--- src/rtl/uart_mem_bridge_pkg.sv ---
// Shared definitions for the UART memory bridge: FSM state encoding,
// response byte codes and the header opcodes shared with the packet receiver.
// No ports; imported by uart_mem_bridge and uart_word_serializer.
package uart_mem_bridge_pkg;

  typedef enum logic [1:0] {
    ST_IDLE    = 2'd0,
    ST_MEM_REQ = 2'd1,
    ST_TX_LOAD = 2'd2,
    ST_TX_WAIT = 2'd3
  } state_t;

  localparam logic [7:0] ACK_BYTE = 8'h06;
  localparam logic [7:0] NAK_BYTE = 8'h15;

  // Header opcodes, identical to the receiver's decode.
  localparam logic [1:0] OP_WRITE = 2'b11;
  localparam logic [1:0] OP_READ  = 2'b01;

  // Width of the byte counter / byte-count field (covers 1..4 bytes).
  localparam int CNT_W = 3;

endpackage

--- src/rtl/uart_word_serializer.sv ---
// Word-to-byte serializer: holds a 32-bit word, emits it MSB byte first to the
// UART transmitter with a registered one-cycle tx_start per byte.
// Ports: load/word/nbytes capture a new response; send/wait_en come from the
// owning FSM's TX_LOAD/TX_WAIT states; byte_sent/done report handshake progress.
module uart_word_serializer
  import uart_mem_bridge_pkg::*;
(
  input  logic             clk,
  input  logic             rst_n,
  input  logic             load,
  input  logic [31:0]      word,
  input  logic [CNT_W-1:0] nbytes,
  input  logic             send,
  input  logic             wait_en,
  input  logic             tx_busy,
  output logic             tx_start,
  output logic [7:0]       tx_data,
  output logic             byte_sent,
  output logic             done
);

  logic [31:0]      shift_q;
  logic [CNT_W-1:0] byte_cnt;
  logic [CNT_W-1:0] nbytes_q;
  logic             busy_seen;
  logic             fire;
  logic             last;

  // A byte is launched only when the transmitter is idle.
  assign fire      = send & ~tx_busy;
  assign last      = (byte_cnt == nbytes_q - 1'b1);
  // A byte is finished once tx_busy has been seen high and then low again.
  assign byte_sent = wait_en & busy_seen & ~tx_busy;
  assign done      = byte_sent & last;
  assign tx_data   = shift_q[31:24];

  always_ff @(posedge clk or negedge rst_n) begin
    if (!rst_n) begin
      shift_q   <= '0;
      byte_cnt  <= '0;
      nbytes_q  <= '0;
      busy_seen <= 1'b0;
      tx_start  <= 1'b0;
    end else begin
      tx_start <= fire;
      if (load) begin
        shift_q   <= word;
        byte_cnt  <= '0;
        nbytes_q  <= nbytes;
        busy_seen <= 1'b0;
      end else begin
        if (fire || byte_sent) begin
          busy_seen <= 1'b0;
        end else if (wait_en && tx_busy) begin
          busy_seen <= 1'b1;
        end
        // Counter stops at the last byte, so it never wraps.
        if (byte_sent && !last) begin
          shift_q  <= {shift_q[23:0], 8'h00};
          byte_cnt <= byte_cnt + 1'b1;
        end
      end
    end
  end

endmodule

--- src/rtl/uart_mem_bridge.sv ---
// UART-to-memory bridge: runs one CPU memory access per decoded UART command
// and returns read data (MSB byte first), an optional write ACK, or a timeout NAK.
// Ports: cmd_* from the receiver, mem_* to the CPU memory port, tx_* to the
// byte transmitter, cpu_hold stall, sticky cmd_overrun / mem_timeout flags.
// Build option: define UART_BRIDGE_WR_ACK_EN to answer completed writes with 0x06.
module uart_mem_bridge
  import uart_mem_bridge_pkg::*;
#(
  parameter int BYTE_COUNT  = 4,
  parameter int MEM_TIMEOUT = 255
) (
  input  logic        clk,
  input  logic        rst_n,
  input  logic        cmd_valid,
  input  logic        cmd_rw,
  input  logic        cmd_mem_type,
  input  logic [8:0]  cmd_addr,
  input  logic [31:0] cmd_wdata,
  output logic        mem_req,
  output logic        mem_we,
  output logic        mem_sel,
  output logic [8:0]  mem_addr,
  output logic [31:0] mem_wdata,
  input  logic [31:0] mem_rdata,
  input  logic        mem_ready,
  output logic        tx_start,
  output logic [7:0]  tx_data,
  input  logic        tx_busy,
  output logic        cpu_hold,
  output logic        cmd_overrun,
  output logic        mem_timeout
);

  state_t           state, state_nxt;
  logic             rw_q;
  logic [7:0]       wait_cnt;
  logic             timeout_hit;
  logic             ser_load;
  logic [31:0]      ser_word;
  logic [CNT_W-1:0] ser_nbytes;
  logic             ser_byte_sent;
  logic             ser_done;

  assign mem_req  = (state == ST_MEM_REQ);
  assign mem_we   = mem_req & rw_q;
  assign cpu_hold = (state != ST_IDLE);

  // Current MEM_REQ cycle is the MEM_TIMEOUT-th one.
  assign timeout_hit = (({1'b0, wait_cnt} + 9'd1) == 9'(MEM_TIMEOUT));

  always_comb begin
    state_nxt  = state;
    ser_load   = 1'b0;
    ser_word   = mem_rdata;
    ser_nbytes = CNT_W'(BYTE_COUNT);
    case (state)
      ST_IDLE: begin
        if (cmd_valid) state_nxt = ST_MEM_REQ;
      end
      ST_MEM_REQ: begin
        // mem_ready takes priority over a coincident timeout.
        if (mem_ready) begin
          if (!rw_q) begin
            ser_load  = 1'b1;
            state_nxt = ST_TX_LOAD;
          end else begin
`ifdef UART_BRIDGE_WR_ACK_EN
            ser_load   = 1'b1;
            ser_word   = {ACK_BYTE, 24'h0};
            ser_nbytes = CNT_W'(1);
            state_nxt  = ST_TX_LOAD;
`else
            state_nxt  = ST_IDLE;
`endif
          end
        end else if (timeout_hit) begin
          ser_load   = 1'b1;
          ser_word   = {NAK_BYTE, 24'h0};
          ser_nbytes = CNT_W'(1);
          state_nxt  = ST_TX_LOAD;
        end
      end
      ST_TX_LOAD: begin
        if (!tx_busy) state_nxt = ST_TX_WAIT;
      end
      ST_TX_WAIT: begin
        if (ser_done)           state_nxt = ST_IDLE;
        else if (ser_byte_sent) state_nxt = ST_TX_LOAD;
      end
      default: state_nxt = ST_IDLE;
    endcase
  end

  always_ff @(posedge clk or negedge rst_n) begin
    if (!rst_n) begin
      state       <= ST_IDLE;
      rw_q        <= 1'b0;
      mem_sel     <= 1'b0;
      mem_addr    <= '0;
      mem_wdata   <= '0;
      wait_cnt    <= '0;
      cmd_overrun <= 1'b0;
      mem_timeout <= 1'b0;
    end else begin
      state <= state_nxt;
      if (cmd_valid) begin
        if (state == ST_IDLE) begin
          rw_q      <= cmd_rw;
          mem_sel   <= cmd_mem_type;
          mem_addr  <= cmd_addr;
          mem_wdata <= cmd_wdata;
          wait_cnt  <= '0;
        end else begin
          cmd_overrun <= 1'b1;
        end
      end
      if (state == ST_MEM_REQ) begin
        wait_cnt <= wait_cnt + 8'd1;
        if (!mem_ready && timeout_hit) mem_timeout <= 1'b1;
      end
    end
  end

  uart_word_serializer u_ser (
    .clk       (clk),
    .rst_n     (rst_n),
    .load      (ser_load),
    .word      (ser_word),
    .nbytes    (ser_nbytes),
    .send      (state == ST_TX_LOAD),
    .wait_en   (state == ST_TX_WAIT),
    .tx_busy   (tx_busy),
    .tx_start  (tx_start),
    .tx_data   (tx_data),
    .byte_sent (ser_byte_sent),
    .done      (ser_done)
  );

endmodule

--- config.mk ---
export PLATFORM = sky130hd
export DESIGN_NAME = uart_mem_bridge
export DESIGN_NICKNAME = d
export VERILOG_FILES = /design/src/rtl/uart_mem_bridge_pkg.sv /design/src/rtl/uart_word_serializer.sv /design/src/rtl/uart_mem_bridge.sv
export SDC_FILE = /design/constraint.sdc
export NUM_CORES = 1
export LEC_CHECK = 0
export BUFFER_PORTS_ARGS = -buffer_cell sky130_fd_sc_hd__buf_4
export CAP_MARGIN = 20
export CORE_ASPECT_RATIO = 0.6
export CORE_MARGIN = 3
export CORE_UTILIZATION = 53
export CTS_CLUSTER_SIZE = 20
export DETAILED_ROUTE_END_ITERATION = 8
export HOLD_SLACK_MARGIN = 0.02
export PLACE_DENSITY = 0.81
export SYNTH_ARGS = -nofsm -noshare
export SYNTH_HDL_FRONTEND = slang
export SYNTH_SLANG_ARGS = --single-unit
--- constraint.sdc ---
create_clock -name clk -period 3.1 [get_ports clk]
set_input_delay 0 -clock clk [delete_from_list [all_inputs] [get_ports clk]]
set_output_delay 0 -clock clk [all_outputs]
set_load 0.05 [all_outputs]
==> Word-level counts from Yosys, hierarchy flattened <==
Cells that the tools add are included.
{ "totals": {"output_inout_bits": 56, "regBits": 95, "mem_bits_ro": 0, "memories": 0, "ramBits": 0, "input_bits": 80, "latch_bits": 0} }
{ "classes": {"reduce_logical": 17, "mux": 28, "shift": 0, "addsub": 4, "div": 0, "eq_ne": 9, "bitwise_logic": 7, "n_lt_le_gt_ge": 0, "multipliers": 0} }
{ "op_table": {"columns": ["cell", "count"], "rows": [
  ["2-to-1 mux 32 bit", 5],
  ["2-to-1 mux 8 bit", 3],
  ["2-to-1 mux 3 bit", 5],
  ["2-to-1 mux 2 bit", 7],
  ["adder 8 x 1 -> 9 bit (second input constant)", 1],
  ["equality test 9 x 8 -> 1 bit (second input constant)", 1],
  ["adder 8 x 1 -> 8 bit (second input constant)", 1],
  ["one-hot mux 2 bit (4 select lines)", 1],
  ["AND reduction 2 bit", 4],
  ["nonzero test 2 bit", 4],
  ["2-to-1 mux 1 bit", 7],
  ["bitwise AND 1 bit", 5],
  ["equality test 2 bit (second input constant)", 2],
  ["inequality test 2 bit (second input constant)", 2],
  ["AND reduction 4 bit", 1],
  ["adder 3 x 1 -> 3 bit (second input constant)", 1],
  ["equality test 3 bit", 1],
  ["logical AND 1 bit", 3],
  ["inequality test 3 x 1 -> 1 bit (second input constant)", 1],
  ["inequality test 3 bit (second input constant)", 1],
  ["nonzero test 3 bit", 1],
  ["subtractor 3 x 1 -> 3 bit (second input constant)", 1],
  ["equality test 2 x 1 -> 1 bit (second input constant)", 1],
  ["logical NOT 1 bit", 2],
  ["3 further kinds", 4]
]} }

==> Logic depth before layout (Yosys ltp) <==
{ "logic_depth": {"ltp_word": 6, "depth_mapped": 6, "mapped_depth_nobuf": 5} }

==> Modules after synthesis <==
A second synthesis with hierarchy kept.
{ "unflattened": {"cells_unflattened": 420, "hier_area_um2": 4790.8} }
{ "by_module_without_submodules": {"columns": ["module", "seq_area_each_um2", "area_each_um2", "n_inst", "cells_per_inst"], "rows": [
  ["uart_mem_bridge", 1376.3, 2591.2, 1, 209],
  ["uart_word_serializer", 1001.0, 2199.6, 1, 211]
]} }

==> Worst setup path before layout <==
No wires, ideal clock.
{ "synth_path": {"kind": "flip-flop to flip-flop", "from": "register state[1]", "to": "register mem_addr[0]", "arrival_ns": 1.798, "slack_ns": 1.177, "stages_incl_launch_ff": 6, "required_ns": 2.975, "path_cell_list": "dfrtp_1 clkbuf_1 or2_2 nor2_2 buf_2 mux2_2"} }
{ "synth_via": {"elab_chain_cells": 2} }
{ "synth_lines": {"columns": ["item", "line", "rtl"], "rows": [
  ["start, declared", "uart_mem_bridge.sv:34", "state_t state, state_nxt;"],
  ["start signal, assigned", "uart_mem_bridge.sv:105", "state <= state_nxt;"],
  ["logical NOT 2 bit", "uart_mem_bridge.sv:107", "if (state == ST_IDLE) begin"],
  ["AND reduction 2 bit (no line)", null, null],
  ["end signal, assigned", "uart_mem_bridge.sv:110", "mem_addr <= cmd_addr;"],
  ["end, declared", "uart_mem_bridge.sv:22", "output logic [8:0] mem_addr,"]
]} }
Every way passes these cells.
A chain may end at the register's enable or synchronous reset.

==> Worst setup path in the final report <==
{ "layout_path": {"from": "register wait_cnt[0]", "to": "register u_ser.shift_q[4]"} }
{ "layout_via": {"elab_chain_cells": 6, "word_cells_on_any_way": 10, "classes_between": "add/sub: 1; eq/ne: 1; mux: 7; reduce/logical: 1"} }
{ "layout_lines": {"columns": ["item", "line", "rtl"], "rows": [
  ["start, declared", "uart_mem_bridge.sv:36", "logic [7:0] wait_cnt;"],
  ["start signal, assigned", "uart_mem_bridge.sv:118", "wait_cnt <= wait_cnt + 8'd1;"],
  ["adder 8 x 1 -> 9 bit *", "uart_mem_bridge.sv:49", "assign timeout_hit = (({1'b0, wait_cnt} + 9'd1) == 9'(MEM_TIMEOUT));"],
  ["equality test 9 x 8 -> 1 bit *", "uart_mem_bridge.sv:49", null],
  ["2-to-1 mux 32 bit or 2-to-1 mux 1 bit (tied branches)", "uart_mem_bridge.sv:76", "end else if (timeout_hit) begin"],
  ["2-to-1 mux 32 bit or 2-to-1 mux 1 bit (tied branches)", "uart_mem_bridge.sv:62", "if (mem_ready) begin"],
  ["2-to-1 mux 32 bit or 2-to-1 mux 1 bit (tied branches)", "uart_mem_bridge.sv:56", "case (state)"],
  ["2-to-1 mux 32 bit or nonzero test 2 bit (tied branches)", null, null],
  ["end signal, assigned", "uart_word_serializer.sv:47", "shift_q <= word;"],
  ["end signal, assigned", "uart_word_serializer.sv:59", "shift_q <= {shift_q[23:0], 8'h00};"],
  ["end, declared", "uart_word_serializer.sv:22", "logic [31:0] shift_q;"]
]} }
Every way passes the cells marked *; elsewhere a longest branch is shown, timed or not.

==> impl_summary.log <==
INFO  metric synth-seq-area-share = 0.549
INFO  metric async_sr_flop_fraction = 1.00
INFO  metric grtUsageMet3 = 0.0868
INFO  metric r2r_slack = about 890 ps
INFO  metric arrival = between 2000 and 2500 ps
INFO  metric grt.met1_usage = 0.348
INFO  metric drc = 0
INFO  metric critPathTopFamily = simple AND/OR/NAND/NOR gates
INFO  metric run_status = completed
INFO  metric post-synth-top-area-cell = dfrtp_1
INFO  metric place.port_buffers = between 100 and 150
INFO  metric cts.path.max_buffers = 2
INFO  metric cts_tree = yes
INFO  metric leading_register_cell_type_out_of_synthesis = dfrtp_1
INFO  metric ys_seq_elements = 94
INFO  metric synth_edf_count = 0
INFO  metric yosysTopAreaCellShare = 0.549
INFO  metric grt_util_met2 = 0.504
INFO  metric num-nets-final = 630
INFO  metric antenna_found_initial = 0
INFO  metric htree_num_levels = 3
INFO  metric synth.area.mux_share = 0.119
INFO  metric worstReg2RegEnd = u_ser.shift_q[4]
INFO  metric worstPathBufferInverterCount = 1
INFO  metric setup_viol = 0
INFO  metric post_drt_via_cell_ratio = between 5 and 6
INFO  metric hold_path.startpoint = mem_rdata[24]
INFO  metric cpMaxStageDelayCell = dfrtp_1
INFO  metric ys_types = 47
INFO  metric yosys-top-cells-area = dfrtp_1 (55%), mux2_2 (9.5%), a211oi_2 (4.7%)
INFO  metric drt-total-wl = 12,700 microns
INFO  metric post-route-period-util = 0.714
INFO  metric final_hpwl_dp = approximately 7600 microns
INFO  metric main_combinational_cell_family_by_area_after_synthesis = compound AO/OA/AOI/OAI gates
INFO  metric slew_headroom = 0.349
INFO  metric post-route-util = 0.840
INFO  metric synth_compound_gate_area_share = 0.173
INFO  metric clock_buffers_created_by_tritoncts = 9
INFO  metric die_height = roughly 76 microns
INFO  metric r2r_start = wait_cnt[0]
INFO  metric critPathRequiredTime = between 3000 and 4000 ps
INFO  metric fin_setup_tns = 0 ps
INFO  metric grt.busiest_layer = met2
INFO  metric post_synth_xor_area_fraction = 0.00993
INFO  metric placement_rows = 24
INFO  metric irDropWorstVdd = approximately 0.83 mV
INFO  metric drt_first_pass_iters = 5
INFO  metric rsz_0062_raised_after_global_routing = no
INFO  metric worstHoldPathCells = 3
INFO  metric post_synth_instance_area = approximately 0.0043 sq mm
INFO  metric average_wire_length_per_cell_after_detail_routing = between 15 and 20 microns
INFO  metric groute.usage.overall = 0.289
INFO  metric floorplan.die_area = a little over 0.009 sq mm
INFO  metric cts_sinks = 94
INFO  metric cp_slowest_stage_delay = roughly 440 ps
INFO  metric cap_violations = 0
INFO  metric cts.reportedPaths.clkPinSlew = about 60 ps
INFO  metric syn-instance-count = 347
INFO  metric initial_utilization = 0.568
INFO  metric hp-class = in -> reg
INFO  metric final_layout_size_suffix_gt1_frac = 0.402
INFO  metric critical_path.max_fanout = 33
INFO  metric r2r_cells = 6
INFO  metric crit_start_category = flop
INFO  metric gp_weighted_congestion = ~0.8
INFO  metric num_antenna_cells = 0
INFO  metric drt.antenna.violating_nets = 0
INFO  metric die_w = roughly 120 microns
INFO  metric core_region_area = 0.00754 sq mm
INFO  metric syn2layout_area_growth = 47.8%
INFO  metric finalClockSkew = between 5 and 6 ps
INFO  metric max_slew.worst_pin.slew = slightly below 1000 ps
INFO  metric synth_area_per_cell = ~12 sq um
INFO  metric final.min_clock_period = 2210 ps
INFO  metric syn_nets = 430
INFO  metric post_cts_resized = 0
INFO  metric grt_pass1_wl = 20,000 microns
INFO  metric cellLeakagePower = 2.94 nW
INFO  metric io-pin-count = between 100 and 150
INFO  metric crit_type = reg -> reg
INFO  metric synthAdderAreaFrac = 0.00876
INFO  metric vias_in_the_first_global_route = roughly 3,800
INFO  metric drv_slew = 0
INFO  metric drt-initial-drc-count = around 300
INFO  metric endpoint_kind = flop
INFO  metric power_per_cell_area = approximately 1000 mW/mm^2
INFO  metric min_delay_worst_endpoint = u_ser.shift_q[24]
INFO  metric grt_max_degree = 79
INFO  metric finalHoldViolCount = 0
INFO  metric synthSimpleGateAreaFrac = 0.0739
INFO  metric vias = ~3,700
INFO  metric cts-root-buf = clkbuf_16
INFO  metric maximum_clock_rate = between 400 and 500 MHz
INFO  metric clock_insertion_delay_at_the_later_pin_of_the_skew_report = ~340 ps
INFO  metric crit_chain = ha_1 -> xor2_1 -> nand4b_1 -> nor4_4 -> buf_4 -> o31ai_1
INFO  metric grt-ovfl-total = 0
INFO  metric yosys_warnings = 0
## worst max path at each step
stage	end	slack, ps	start	depth (start not counted)
floorplan	mem_addr[0]	1180	state[1]	5
global placement	u_ser.shift_q[11]	1050	u_ser.byte_cnt[0]	5
detailed placement	u_ser.shift_q[4]	950	u_ser.byte_cnt[0]	5
CTS	u_ser.shift_q[4]	940	wait_cnt[0]	6
global route	u_ser.shift_q[4]	770	wait_cnt[0]	6
finish	u_ser.shift_q[4]	890	wait_cnt[0]	6
## stage by stage
stage / setup slack [ps] / instance area [sq um] / total power, mW / instances / hold slack, ps
floorplan: 1180 / 4280 / 4.41 / 347 / -296
finish: 888 / 6330 / 6.53 / 656 / 29.5
CTS: 936 / 6330 / 6.47 / 656 / 24.2
global placement: 1050 / 5330 / 5.20 / 568 / 205
global route: 766 / 6330 / 6.82 / 656 / 29.2
detailed placement: 950 / 5330 / 5.31 / 568 / 208
## cells by family (layout without fill, tap and decap cells)
kind of cell / after synthesis / count (layout)
xor gates and xnor gates: 4 / 4
muxes: 45 / 45
buffers and inverters: 54 / 259
adders and majority gates: 3 / 3
and+or+nand+nor: 59 / 59
DFF: 94 / 94
AOI/OAI and AO/OA: 88 / 88
## flip-flops by register name, indices dropped and copies added (netlist names)
register and count:
u_ser.busy_seen 1, rw_q 1, u_ser.shift_q 32, u_ser.tx_start 1, mem_sel 1, state 2
cmd_overrun 1, u_ser.nbytes_q 2, mem_wdata 32, u_ser.byte_cnt 3, wait_cnt 8, mem_timeout 1
mem_addr 9
## placed cells by master, fill, tap and decap left out, types with 4 or more instances in the layout
| master | instances |
|---|---|
| a211oi_2 | 16 |
| dfrtp_1 | 94 |
| buf_4 | 144 |
| nand2_1 | 25 |
| mux2_1 | 8 |
| nand3_1 | 4 |
| o32ai_1 | 21 |
| mux2_2 | 36 |
| inv_1 | 27 |
| o31ai_1 | 10 |
| dlygate4sd3_1 | 72 |
| and2_1 | 4 |
| a211oi_1 | 5 |
| clkbuf_16 | 9 |
| o21ai_0 | 16 |
| nor2_1 | 4 |
| a21oi_1 | 5 |
## final cells by class
type	instances	area, sq um
Clock inverter	3	17.5
Timing Repair Buffer	216	1800
Fill cell	401	1200
Sequential cell	94	2350
Inverter	27	101
Clock buffer	13	270
Multi-Input combinational cell	199	1660
Tap cell	104	130
## worst min-delay path, cell delays in order
cell and delay [ps]:
buf_4 80, a32o_1 150, a211o_1 110
## metal layers
| metal | vias up | share of wire |
|---|---|---|
| met3 | 40 | 0.063 |
| met4 | 0 | 0.026 |
| met2 | 151 | 0.52 |
| met1 | 1857 | 0.39 |
| met5 | - | 0 |
| li1 | 1653 | - |
## power breakdown
group          total (mW)  switching [mW]  internal (mW)
logic                3.28            2.10           1.18
registers            2.20           0.416           1.79
clock network        1.05           0.442          0.607
total                6.53            2.95           3.57
## repair_timing
| action | 4_1_cts | 5_1_grt |
|---|---|---|
| setup buffers | 0 | 0 |
| endpoints found under the hold margin | 148 | 0 |
| hold buffers | 72 | 0 |
## Yosys cell counts, types with 2 or more instances
master,n
a211o_1,3
buf_2,9
nor2b_1,2
inv_1,27
nand4_1,2
xor2_1,3
a211oi_1,5
a31oi_1,2
o32ai_1,21
buf_6,4
mux2_2,36
nor3_1,2
nand3b_1,3
a211oi_2,16
clkbuf_1,3
a21oi_1,5
o21ai_0,16
nor2_1,4
nor2_2,2
ha_1,3
a21o_1,2
clkbuf_4,2
nand3_1,4
mux2_1,8
dfrtp_1,94
o31ai_1,10
and2_1,4
or2_2,2
a32o_1,3
nand2_1,25
buf_4,9
(Power assumes the default switching activity.)
